$ cat src/rtl/uart_word_io_pkg.sv
// +----------------------------------------------------------------------------+
// | uart_word_io_pkg : shared FSM encodings and constants for uart_word_io      |
// | Revision: 1.0                                                              |
// +----------------------------------------------------------------------------+
`default_nettype none

package uart_word_io_pkg;

  localparam int UART_BYTES_PER_WORD = 4;

  typedef enum logic [2:0] {
    TX_IDLE  = 3'd0,
    TX_START = 3'd1,
    TX_DATA  = 3'd2,
    TX_STOP  = 3'd3,
    TX_DONE  = 3'd4
  } tx_state_t;

  typedef enum logic [1:0] {
    RD_IDLE    = 2'd0,
    RD_COLLECT = 2'd1,
    RD_DONE    = 2'd2
  } rd_state_t;

  typedef enum logic [1:0] {
    RX_IDLE  = 2'd0,
    RX_START = 2'd1,
    RX_DATA  = 2'd2,
    RX_STOP  = 2'd3
  } rx_state_t;

endpackage

`default_nettype wire

$ cat src/rtl/uart_word_io_if.sv
// +----------------------------------------------------------------------------+
// | uart_word_io_if : exec-stage word write/read handshake bundle              |
// | Revision: 1.0                                                              |
// +----------------------------------------------------------------------------+
`default_nettype none

interface uart_word_io_if;
  logic        uart_wenable;
  logic [31:0] uart_wd;
  logic        uart_wdone;
  logic        uart_renable;
  logic        uart_rdone;
  logic [31:0] uart_rd;

  modport master (
    output uart_wenable, uart_wd, uart_renable,
    input  uart_wdone, uart_rdone, uart_rd
  );

  modport slave (
    input  uart_wenable, uart_wd, uart_renable,
    output uart_wdone, uart_rdone, uart_rd
  );
endinterface

`default_nettype wire

$ cat src/rtl/uart_word_io_rx_fifo.sv
// +----------------------------------------------------------------------------+
// | uart_rx_fifo : synchronous byte FIFO with registered count                 |
// | Revision: 1.0                                                              |
// +----------------------------------------------------------------------------+
`default_nettype none

module uart_rx_fifo #(
  parameter int DEPTH = 16,
  parameter int WIDTH = 8
) (
  input  logic             clk,
  input  logic             rstn,
  input  logic             push_i,
  input  logic [WIDTH-1:0] data_i,
  input  logic             pop_i,
  output logic [WIDTH-1:0] data_o,
  output logic             empty_o,
  output logic             full_o
);

  localparam int c_PTR_W = (DEPTH > 1) ? $clog2(DEPTH) : 1;

  logic [WIDTH-1:0]   mem_q [DEPTH];
  logic [c_PTR_W-1:0] wr_ptr_q, rd_ptr_q;
  logic [c_PTR_W:0]   count_q;
  logic               w_push, w_pop;

  assign empty_o = (count_q == '0);
  assign full_o  = (count_q == (c_PTR_W+1)'(DEPTH));
  assign data_o  = mem_q[rd_ptr_q];
  assign w_push  = push_i & ~full_o;
  assign w_pop   = pop_i & ~empty_o;

  always_ff @(posedge clk) begin
    if (w_push) mem_q[wr_ptr_q] <= data_i;
  end

  // Pointers wrap naturally because DEPTH is a power of two.
  always_ff @(posedge clk or negedge rstn) begin
    if (!rstn) begin
      wr_ptr_q <= '0;
      rd_ptr_q <= '0;
      count_q  <= '0;
    end else begin
      if (w_push) wr_ptr_q <= wr_ptr_q + c_PTR_W'(1);
      if (w_pop)  rd_ptr_q <= rd_ptr_q + c_PTR_W'(1);
      case ({w_push, w_pop})
        2'b10:   count_q <= count_q + (c_PTR_W+1)'(1);
        2'b01:   count_q <= count_q - (c_PTR_W+1)'(1);
        default: count_q <= count_q;
      endcase
    end
  end

endmodule

`default_nettype wire

$ cat src/rtl/uart_word_io.sv
// +----------------------------------------------------------------------------+
// | uart_word_io : 32-bit word UART responder (4x 8N1 bytes, MSB byte first)   |
// | Revision: 1.0                                                              |
// +----------------------------------------------------------------------------+
`default_nettype none

module uart_word_io
  import uart_word_io_pkg::*;
#(
  parameter int CLK_PER_BIT = 868,
  parameter int FIFO_DEPTH  = 16
) (
  input  logic          clk,
  input  logic          rstn,
  uart_word_io_if.slave bus,
  output logic          txd,
  input  logic          rxd,
  output logic          rx_overflow
);

  localparam int              c_CNT_W     = $clog2(CLK_PER_BIT);
  localparam logic [c_CNT_W-1:0] c_BIT_LAST = c_CNT_W'(CLK_PER_BIT - 1);
  localparam logic [c_CNT_W-1:0] c_HALF     = c_CNT_W'(CLK_PER_BIT / 2 - 1);
  localparam logic [c_CNT_W-1:0] c_CNT_ONE  = c_CNT_W'(1);
  localparam logic [1:0]         c_LAST_BYTE = 2'(UART_BYTES_PER_WORD - 1);

  // ---------------- TX serializer ----------------
  tx_state_t          tx_state_q, tx_state_d;
  logic [c_CNT_W-1:0] tx_cnt_q, tx_cnt_d;
  logic [2:0]         tx_bit_q, tx_bit_d;
  logic [1:0]         tx_byte_q, tx_byte_d;
  logic [31:0]        tx_word_q, tx_word_d;
  logic               txd_q, txd_d;
  logic               w_tx_tick;
  logic [7:0]         w_tx_cur;
  logic [2:0]         w_tx_nxt;

  assign w_tx_tick      = (tx_cnt_q == c_BIT_LAST);
  assign w_tx_cur       = tx_word_q[31:24];
  assign w_tx_nxt       = tx_bit_q + 3'd1;
  assign txd            = txd_q;
  assign bus.uart_wdone = (tx_state_q == TX_DONE);

  always_comb begin
    tx_state_d = tx_state_q;
    tx_cnt_d   = tx_cnt_q;
    tx_bit_d   = tx_bit_q;
    tx_byte_d  = tx_byte_q;
    tx_word_d  = tx_word_q;
    txd_d      = txd_q;
    case (tx_state_q)
      TX_IDLE: begin
        txd_d = 1'b1;
        if (bus.uart_wenable) begin
          tx_word_d  = bus.uart_wd;
          tx_byte_d  = 2'd0;
          tx_cnt_d   = '0;
          txd_d      = 1'b0;
          tx_state_d = TX_START;
        end
      end
      TX_START: begin
        if (w_tx_tick) begin
          tx_cnt_d   = '0;
          tx_bit_d   = 3'd0;
          txd_d      = w_tx_cur[0];
          tx_state_d = TX_DATA;
        end else tx_cnt_d = tx_cnt_q + c_CNT_ONE;
      end
      TX_DATA: begin
        if (w_tx_tick) begin
          tx_cnt_d = '0;
          if (tx_bit_q == 3'd7) begin
            txd_d      = 1'b1;
            tx_state_d = TX_STOP;
          end else begin
            tx_bit_d = w_tx_nxt;
            txd_d    = w_tx_cur[w_tx_nxt];
          end
        end else tx_cnt_d = tx_cnt_q + c_CNT_ONE;
      end
      TX_STOP: begin
        if (w_tx_tick) begin
          tx_cnt_d = '0;
          if (tx_byte_q == c_LAST_BYTE) begin
            tx_state_d = TX_DONE;
          end else begin
            tx_byte_d  = tx_byte_q + 2'd1;
            tx_word_d  = {tx_word_q[23:0], 8'h00};
            txd_d      = 1'b0;
            tx_state_d = TX_START;
          end
        end else tx_cnt_d = tx_cnt_q + c_CNT_ONE;
      end
      TX_DONE:  tx_state_d = TX_IDLE;
      default:  tx_state_d = TX_IDLE;
    endcase
  end

  always_ff @(posedge clk or negedge rstn) begin
    if (!rstn) begin
      tx_state_q <= TX_IDLE;
      tx_cnt_q   <= '0;
      tx_bit_q   <= '0;
      tx_byte_q  <= '0;
      tx_word_q  <= '0;
      txd_q      <= 1'b1;
    end else begin
      tx_state_q <= tx_state_d;
      tx_cnt_q   <= tx_cnt_d;
      tx_bit_q   <= tx_bit_d;
      tx_byte_q  <= tx_byte_d;
      tx_word_q  <= tx_word_d;
      txd_q      <= txd_d;
    end
  end

  // ---------------- RX deserializer ----------------
  rx_state_t          rx_state_q, rx_state_d;
  logic [c_CNT_W-1:0] rx_cnt_q, rx_cnt_d;
  logic [2:0]         rx_bit_q, rx_bit_d;
  logic [7:0]         rx_sh_q, rx_sh_d;
  logic               rxd_s1_q, rxd_s2_q, rxd_prev_q;
  logic               push_q, push_d;
  logic [7:0]         push_data_q, push_data_d;
  logic               overflow_q;

  always_comb begin
    rx_state_d  = rx_state_q;
    rx_cnt_d    = rx_cnt_q;
    rx_bit_d    = rx_bit_q;
    rx_sh_d     = rx_sh_q;
    push_d      = 1'b0;
    push_data_d = push_data_q;
    case (rx_state_q)
      RX_IDLE: begin
        if (rxd_prev_q && !rxd_s2_q) begin
          rx_cnt_d   = '0;
          rx_state_d = RX_START;
        end
      end
      RX_START: begin
        // Mid-start recheck rejects glitches and aligns sampling to bit centres.
        if (rx_cnt_q == c_HALF) begin
          rx_cnt_d   = '0;
          rx_bit_d   = 3'd0;
          rx_state_d = rxd_s2_q ? RX_IDLE : RX_DATA;
        end else rx_cnt_d = rx_cnt_q + c_CNT_ONE;
      end
      RX_DATA: begin
        if (rx_cnt_q == c_BIT_LAST) begin
          rx_cnt_d = '0;
          rx_sh_d  = {rxd_s2_q, rx_sh_q[7:1]};
          if (rx_bit_q == 3'd7) rx_state_d = RX_STOP;
          else                  rx_bit_d   = rx_bit_q + 3'd1;
        end else rx_cnt_d = rx_cnt_q + c_CNT_ONE;
      end
      RX_STOP: begin
        if (rx_cnt_q == c_BIT_LAST) begin
          rx_state_d  = RX_IDLE;
          push_d      = rxd_s2_q;
          push_data_d = rx_sh_q;
        end else rx_cnt_d = rx_cnt_q + c_CNT_ONE;
      end
      default: rx_state_d = RX_IDLE;
    endcase
  end

  always_ff @(posedge clk or negedge rstn) begin
    if (!rstn) begin
      rxd_s1_q    <= 1'b1;
      rxd_s2_q    <= 1'b1;
      rxd_prev_q  <= 1'b1;
      rx_state_q  <= RX_IDLE;
      rx_cnt_q    <= '0;
      rx_bit_q    <= '0;
      rx_sh_q     <= '0;
      push_q      <= 1'b0;
      push_data_q <= '0;
    end else begin
      rxd_s1_q    <= rxd;
      rxd_s2_q    <= rxd_s1_q;
      rxd_prev_q  <= rxd_s2_q;
      rx_state_q  <= rx_state_d;
      rx_cnt_q    <= rx_cnt_d;
      rx_bit_q    <= rx_bit_d;
      rx_sh_q     <= rx_sh_d;
      push_q      <= push_d;
      push_data_q <= push_data_d;
    end
  end

  // ---------------- RX byte buffer ----------------
  logic       w_fifo_pop, w_fifo_empty, w_fifo_full;
  logic [7:0] w_fifo_data;

  uart_rx_fifo #(
    .DEPTH (FIFO_DEPTH),
    .WIDTH (8)
  ) u_rx_fifo (
    .clk     (clk),
    .rstn    (rstn),
    .push_i  (push_q),
    .data_i  (push_data_q),
    .pop_i   (w_fifo_pop),
    .data_o  (w_fifo_data),
    .empty_o (w_fifo_empty),
    .full_o  (w_fifo_full)
  );

  always_ff @(posedge clk or negedge rstn) begin
    if (!rstn)                      overflow_q <= 1'b0;
    else if (push_q && w_fifo_full) overflow_q <= 1'b1;
  end

  assign rx_overflow = overflow_q;

  // ---------------- Read FSM ----------------
  rd_state_t   rd_state_q, rd_state_d;
  logic [1:0]  rd_cnt_q, rd_cnt_d;
  logic [31:0] rd_acc_q, rd_acc_d;
  logic [31:0] rd_word_q, rd_word_d;
  logic        rdone_q, rdone_d;

  always_comb begin
    rd_state_d = rd_state_q;
    rd_cnt_d   = rd_cnt_q;
    rd_acc_d   = rd_acc_q;
    rd_word_d  = rd_word_q;
    rdone_d    = 1'b0;
    w_fifo_pop = 1'b0;
    case (rd_state_q)
      RD_IDLE: begin
        // The cycle showing rdone still carries the finished request's enable.
        if (bus.uart_renable && !rdone_q) begin
          rd_cnt_d   = 2'd0;
          rd_state_d = RD_COLLECT;
        end
      end
      RD_COLLECT: begin
        if (!w_fifo_empty) begin
          w_fifo_pop = 1'b1;
          rd_acc_d   = {rd_acc_q[23:0], w_fifo_data};
          rd_cnt_d   = rd_cnt_q + 2'd1;
          if (rd_cnt_q == c_LAST_BYTE) rd_state_d = RD_DONE;
        end
      end
      RD_DONE: begin
        rdone_d    = 1'b1;
        rd_word_d  = rd_acc_q;
        rd_state_d = RD_IDLE;
      end
      default: rd_state_d = RD_IDLE;
    endcase
  end

  always_ff @(posedge clk or negedge rstn) begin
    if (!rstn) begin
      rd_state_q <= RD_IDLE;
      rd_cnt_q   <= '0;
      rd_acc_q   <= '0;
      rd_word_q  <= '0;
      rdone_q    <= 1'b0;
    end else begin
      rd_state_q <= rd_state_d;
      rd_cnt_q   <= rd_cnt_d;
      rd_acc_q   <= rd_acc_d;
      rd_word_q  <= rd_word_d;
      rdone_q    <= rdone_d;
    end
  end

  assign bus.uart_rdone = rdone_q;
  assign bus.uart_rd    = rd_word_q;

endmodule

`default_nettype wire

$ cat src/flat_wrapper.sv
// flat-port wrapper written by rule: the top's interface ports become plain ports
module uart_word_io_flat import uart_word_io_pkg::*;
#(
  parameter int CLK_PER_BIT = 868,
  parameter int FIFO_DEPTH  = 16
)
  (clk, rstn, txd, rxd, rx_overflow, bus_uart_wenable, bus_uart_wd, bus_uart_renable, bus_uart_wdone, bus_uart_rdone, bus_uart_rd);
  uart_word_io_if bus_i ();
  input  logic clk;
  input  logic rstn;
  output logic txd;
  input  logic rxd;
  output logic rx_overflow;
  input wire logic [$bits(bus_i.uart_wenable)-1:0] bus_uart_wenable;
  input wire logic [$bits(bus_i.uart_wd)-1:0] bus_uart_wd;
  input wire logic [$bits(bus_i.uart_renable)-1:0] bus_uart_renable;
  output wire logic [$bits(bus_i.uart_wdone)-1:0] bus_uart_wdone;
  output wire logic [$bits(bus_i.uart_rdone)-1:0] bus_uart_rdone;
  output wire logic [$bits(bus_i.uart_rd)-1:0] bus_uart_rd;
  assign bus_i.uart_wenable = bus_uart_wenable;
  assign bus_i.uart_wd = bus_uart_wd;
  assign bus_i.uart_renable = bus_uart_renable;
  assign bus_uart_wdone = bus_i.uart_wdone;
  assign bus_uart_rdone = bus_i.uart_rdone;
  assign bus_uart_rd = bus_i.uart_rd;
  uart_word_io #(.CLK_PER_BIT(CLK_PER_BIT), .FIFO_DEPTH(FIFO_DEPTH)) u_core (.clk(clk), .rstn(rstn), .bus(bus_i), .txd(txd), .rxd(rxd), .rx_overflow(rx_overflow));
endmodule
$ cat config.mk
export PLATFORM = sky130hd
export DESIGN_NAME = uart_word_io_flat
export DESIGN_NICKNAME = d
export VERILOG_FILES = /design/src/rtl/uart_word_io_pkg.sv /design/src/rtl/uart_word_io_if.sv /design/src/rtl/uart_word_io_rx_fifo.sv /design/src/rtl/uart_word_io.sv /design/src/flat_wrapper.sv
export SDC_FILE = /design/constraint.sdc
export NUM_CORES = 1
export LEC_CHECK = 0
export BUFFER_PORTS_ARGS = -buffer_cell sky130_fd_sc_hd__buf_2
export CORE_ASPECT_RATIO = 2
export CORE_MARGIN = 8
export CORE_UTILIZATION = 65
export DETAILED_ROUTE_END_ITERATION = 6
export PLACE_DENSITY = 0.87
export SETUP_SLACK_MARGIN = 0.5
export SYNTH_ARGS = -nofsm -noshare
export SYNTH_HDL_FRONTEND = slang
export SYNTH_SLANG_ARGS = --single-unit
$ cat constraint.sdc
create_clock -name clk -period 4.83 [get_ports clk]
set_input_delay 0.966 -clock clk [delete_from_list [all_inputs] [get_ports clk]]
set_output_delay 0.966 -clock clk [all_outputs]
set_load 0.005 [all_outputs]
==> metrics.txt <==
status=finished clean; Total Routed Length=25.4 mm; drt pass-1 iters=5; initial antenna violation count=0; count of flip-flops with a built-in enable after synthesis=128; Port Buf Inserts=72; Core Region=19300 µm²; CTS max path bufs=3; Cell Count, Final, Fillers Out=1206; Slew @ Worst Pin=1.19 ns; depth of the CTS H-tree=1; DIE AREA=24600 µm²; Total Power=between 5000 and 6000 µW; Worst setup SP type=flip-flop; placed insts=1160; Reg clk slew, reported paths=0.07 ns; Max FO, Critical Path=35; number of clock sinks=297; yosys warns=0; total number of vias=7310; Worst R2R Path Depth=11; post_cts resized=0; Die Wd=115 µm; total CTS buffers=25; GRT overflow=0; #FFs+latches synth=297; initial core utilization=66.1%; diodes inserted=0; Hold Path Class=reg2reg; die height=214 µm; TritonCTS clock tree=built; sequential fraction of the synthesis area=a little under two thirds; fin crit share=72.0%; postcts setup bufs=0; Mapped Cells=865; wire per inst=21.1 µm; num rows=72; multi-input logic area=roughly 4400 µm²; Worst Setup Slack post-DPL=roughly 1.5 ns; ANT nets after route=0; Synth Flop Type=dfrtp_1; FFs w/ async S/R, synth=56.9%; vias in the first global route=7742; share of cells above drive strength 1=between 20% and 30%; I/O Pins=73; Setup Skew=0.0183 ns; Final GP Congestion=0.836; Setup violations, final=0; setup TNS=0 ns; Pwr per Cell Area=367 nW/µm²; syn_area_per_cell=14.7 µm²; Required @ worst endpoint=5.25 ns; Cell variety after synth=68; Pleak=approximately 0.0057 µW; Max Cap Viol=0; CP Class=reg2reg; Nets=983; clk_lat worst skew=0.55 ns; clock period minus worst slack=3.48 ns; endpoint class of the critical path=flip-flop; hold depth=0; filler cell count=1213; Slew Limit Fails=0; post-synth net total=920; GR Util All Layers=20.9%; DRC Markers=0; Vias/cell=6.06; worst rel slew slack=19.9%; Area growth, synth to finish=10.7%; Post-CTS Hold Buffers=0; setup ws final=1.35 ns; Starting DRT DRC Count=around 630; HPWL Detailed=about 17 mm; fmax=288 MHz; pin count of the biggest net entering global routing=109; root buf cell=clkbuf_16; FF/Latch Area=8080 µm²; first-pass GRT wire length=40.4 mm; mapped cell area=12700 µm²; Final Hold Vio Count=0; R2R setup slack=1.35 ns; worst vdd ir=0.406 mV; CP arrival=3.90 ns; RSZ-0062 raised after global routing=false
-- cells in the final DEF, fill, tap and decap left out, types with 4 or more instances in the layout --
| cell type | netlist | routed |
|---|---|---|
| dfrtp_1 | 165 | 164 |
| edfxtp_1 | 128 | 128 |
| mux2_2 | 102 | 102 |
| nand2_1 | 101 | 101 |
| buf_2 | 17 | 71 |
| mux4_2 | 34 | 34 |
| nor2_1 | 32 | 32 |
| clkbuf_16 | 0 | 25 |
| mux2i_1 | 21 | 21 |
| o21ai_0 | 18 | 18 |
| ha_1 | 18 | 18 |
| and3_1 | 14 | 14 |
| inv_1 | 14 | 14 |
| a21oi_1 | 12 | 12 |
| a21o_1 | 10 | 10 |
| xnor2_1 | 10 | 10 |
| nor2b_1 | 11 | 10 |
| xor2_1 | 10 | 10 |
| nor3_1 | 10 | 10 |
| o221ai_1 | 9 | 9 |
| nand2b_1 | 9 | 9 |
| nand3_1 | 9 | 9 |
| or3_1 | 7 | 7 |
| buf_4 | 3 | 7 |
| nand4_1 | 5 | 5 |
| and2_1 | 5 | 5 |
| o211ai_1 | 4 | 4 |
| clkbuf_8 | 0 | 4 |
| dfstp_2 | 4 | 4 |
-- critical path, cell delays in order (launching register included) --
cell and delay [ns]:
dfrtp_1 0.48, nor4_4 0.51, a21bo_1 0.18, buf_4 0.32, inv_2 0.30, ha_1 0.40, xor2_1 0.22, ha_1 0.26
a21oi_1 0.19, xor2_1 0.23, nor2_1 0.08, xor2_1 0.15
-- through the flow --
stage	cell area [µm²]	utilization (%)	hold WS, ns
2_1_floorplan	12700	-	0.345
3_3_place_gp	13200	68.7	0.347
3_5_place_dp	13200	68.7	0.348
4_1_cts	14100	73.1	0.357
5_1_grt	14100	73.1	0.358
6_report	14100	73.1	0.355
-- power breakdown --
| group | switching [µW] | internal [µW] |
|---|---|---|
| clock network | 898 | 1200 |
| logic | 143 | 132 |
| registers | 102 | 2700 |
| total | 1140 | 4030 |
-- sequential cells by signal, summed over array words and instances, names as in the netlist, 2 cells and up, named ones only --
signal and cells:
u_core.bus.uart_rd 32, u_core.push_data_q 8, u_core.rd_acc_q 32, u_core.rd_cnt_q 2, u_core.rd_state_q 2, u_core.rx_bit_q 3, u_core.rx_cnt_q 10, u_core.rx_sh_q 8
u_core.tx_bit_q 3, u_core.tx_byte_q 2, u_core.tx_cnt_q 10, u_core.tx_state_q 3, u_core.tx_word_q 32, u_core.u_rx_fifo.count_q 5, u_core.u_rx_fifo.mem_q 128, u_core.u_rx_fifo.rd_ptr_q 4
u_core.u_rx_fifo.wr_ptr_q 4
-- cell usage after synthesis (11+ instances only) --
| cell type | instances | area share [%] |
|---|---|---|
| clkbuf_1 | 13 | 0.38 |
| edfxtp_1 | 128 | 30 |
| ha_1 | 18 | 1.8 |
| nor2_1 | 32 | 0.94 |
| and3_1 | 14 | 0.69 |
| a21oi_1 | 12 | 0.47 |
| mux2_2 | 102 | 9.0 |
| mux4_2 | 34 | 6.0 |
| o21ai_0 | 18 | 0.71 |
| dfrtp_1 | 165 | 32 |
| mux2i_1 | 21 | 1.7 |
| nor2b_1 | 11 | 0.54 |
| nand2_1 | 101 | 3.0 |
| inv_1 | 14 | 0.41 |
| buf_2 | 17 | 0.67 |
-- final cells by class --
cell class | count | area share (%)
flip-flops and latches | 297 | 57.3
multi-input cells | 510 | 30.9
clock buffers | 35 | 5.03
repair buffers | 79 | 2.97
well taps | 259 | 2.30
clock inverters | 11 | 1.11
inverters | 15 | 0.399
-- cells by family after synthesis --
kind of cell | count (synthesis) | synth area share [%]
AO/OA/AOI/OAI | 83 | 4.66
XOR/XNOR | 20 | 1.38
adder cells (fa/ha/maj) | 18 | 1.77
buffers and inverters | 58 | 2.38
flip-flops | 297 | 63.4
multiplexers | 157 | 16.7
AND/OR/NAND/NOR | 232 | 9.71
-- layer usage --
layer	wire length, µm	GRT usage, %	vias up
li1	-	-	3329
met1	8760	21.7	3724
met2	14700	39.9	197
met3	972	2.60	60
met4	919	9.57	0
met5	0	0	-
-- final timing paths --
check | from | end
hold / removal | u_core.rxd_s1_q$_DFF_PN1_ | u_core.rxd_s2_q$_DFF_PN1_
setup reg to reg | u_core.u_rx_fifo.count_q[2]$_DFFE_PN0P_ | u_core.u_rx_fifo.count_q[2]$_DFFE_PN0P_
max in group asynchronous | rstn | u_core.rxd_s2_q$_DFF_PN1_
hold reg to reg | u_core.rxd_s1_q$_DFF_PN1_ | u_core.rxd_s2_q$_DFF_PN1_
min in group asynchronous | rstn | u_core.bus.uart_rd[31]$_DFFE_PN0P_
setup / recovery | u_core.u_rx_fifo.count_q[2]$_DFFE_PN0P_ | u_core.u_rx_fifo.count_q[2]$_DFFE_PN0P_
No activity file was read; power rests on OpenSTA's default activity.
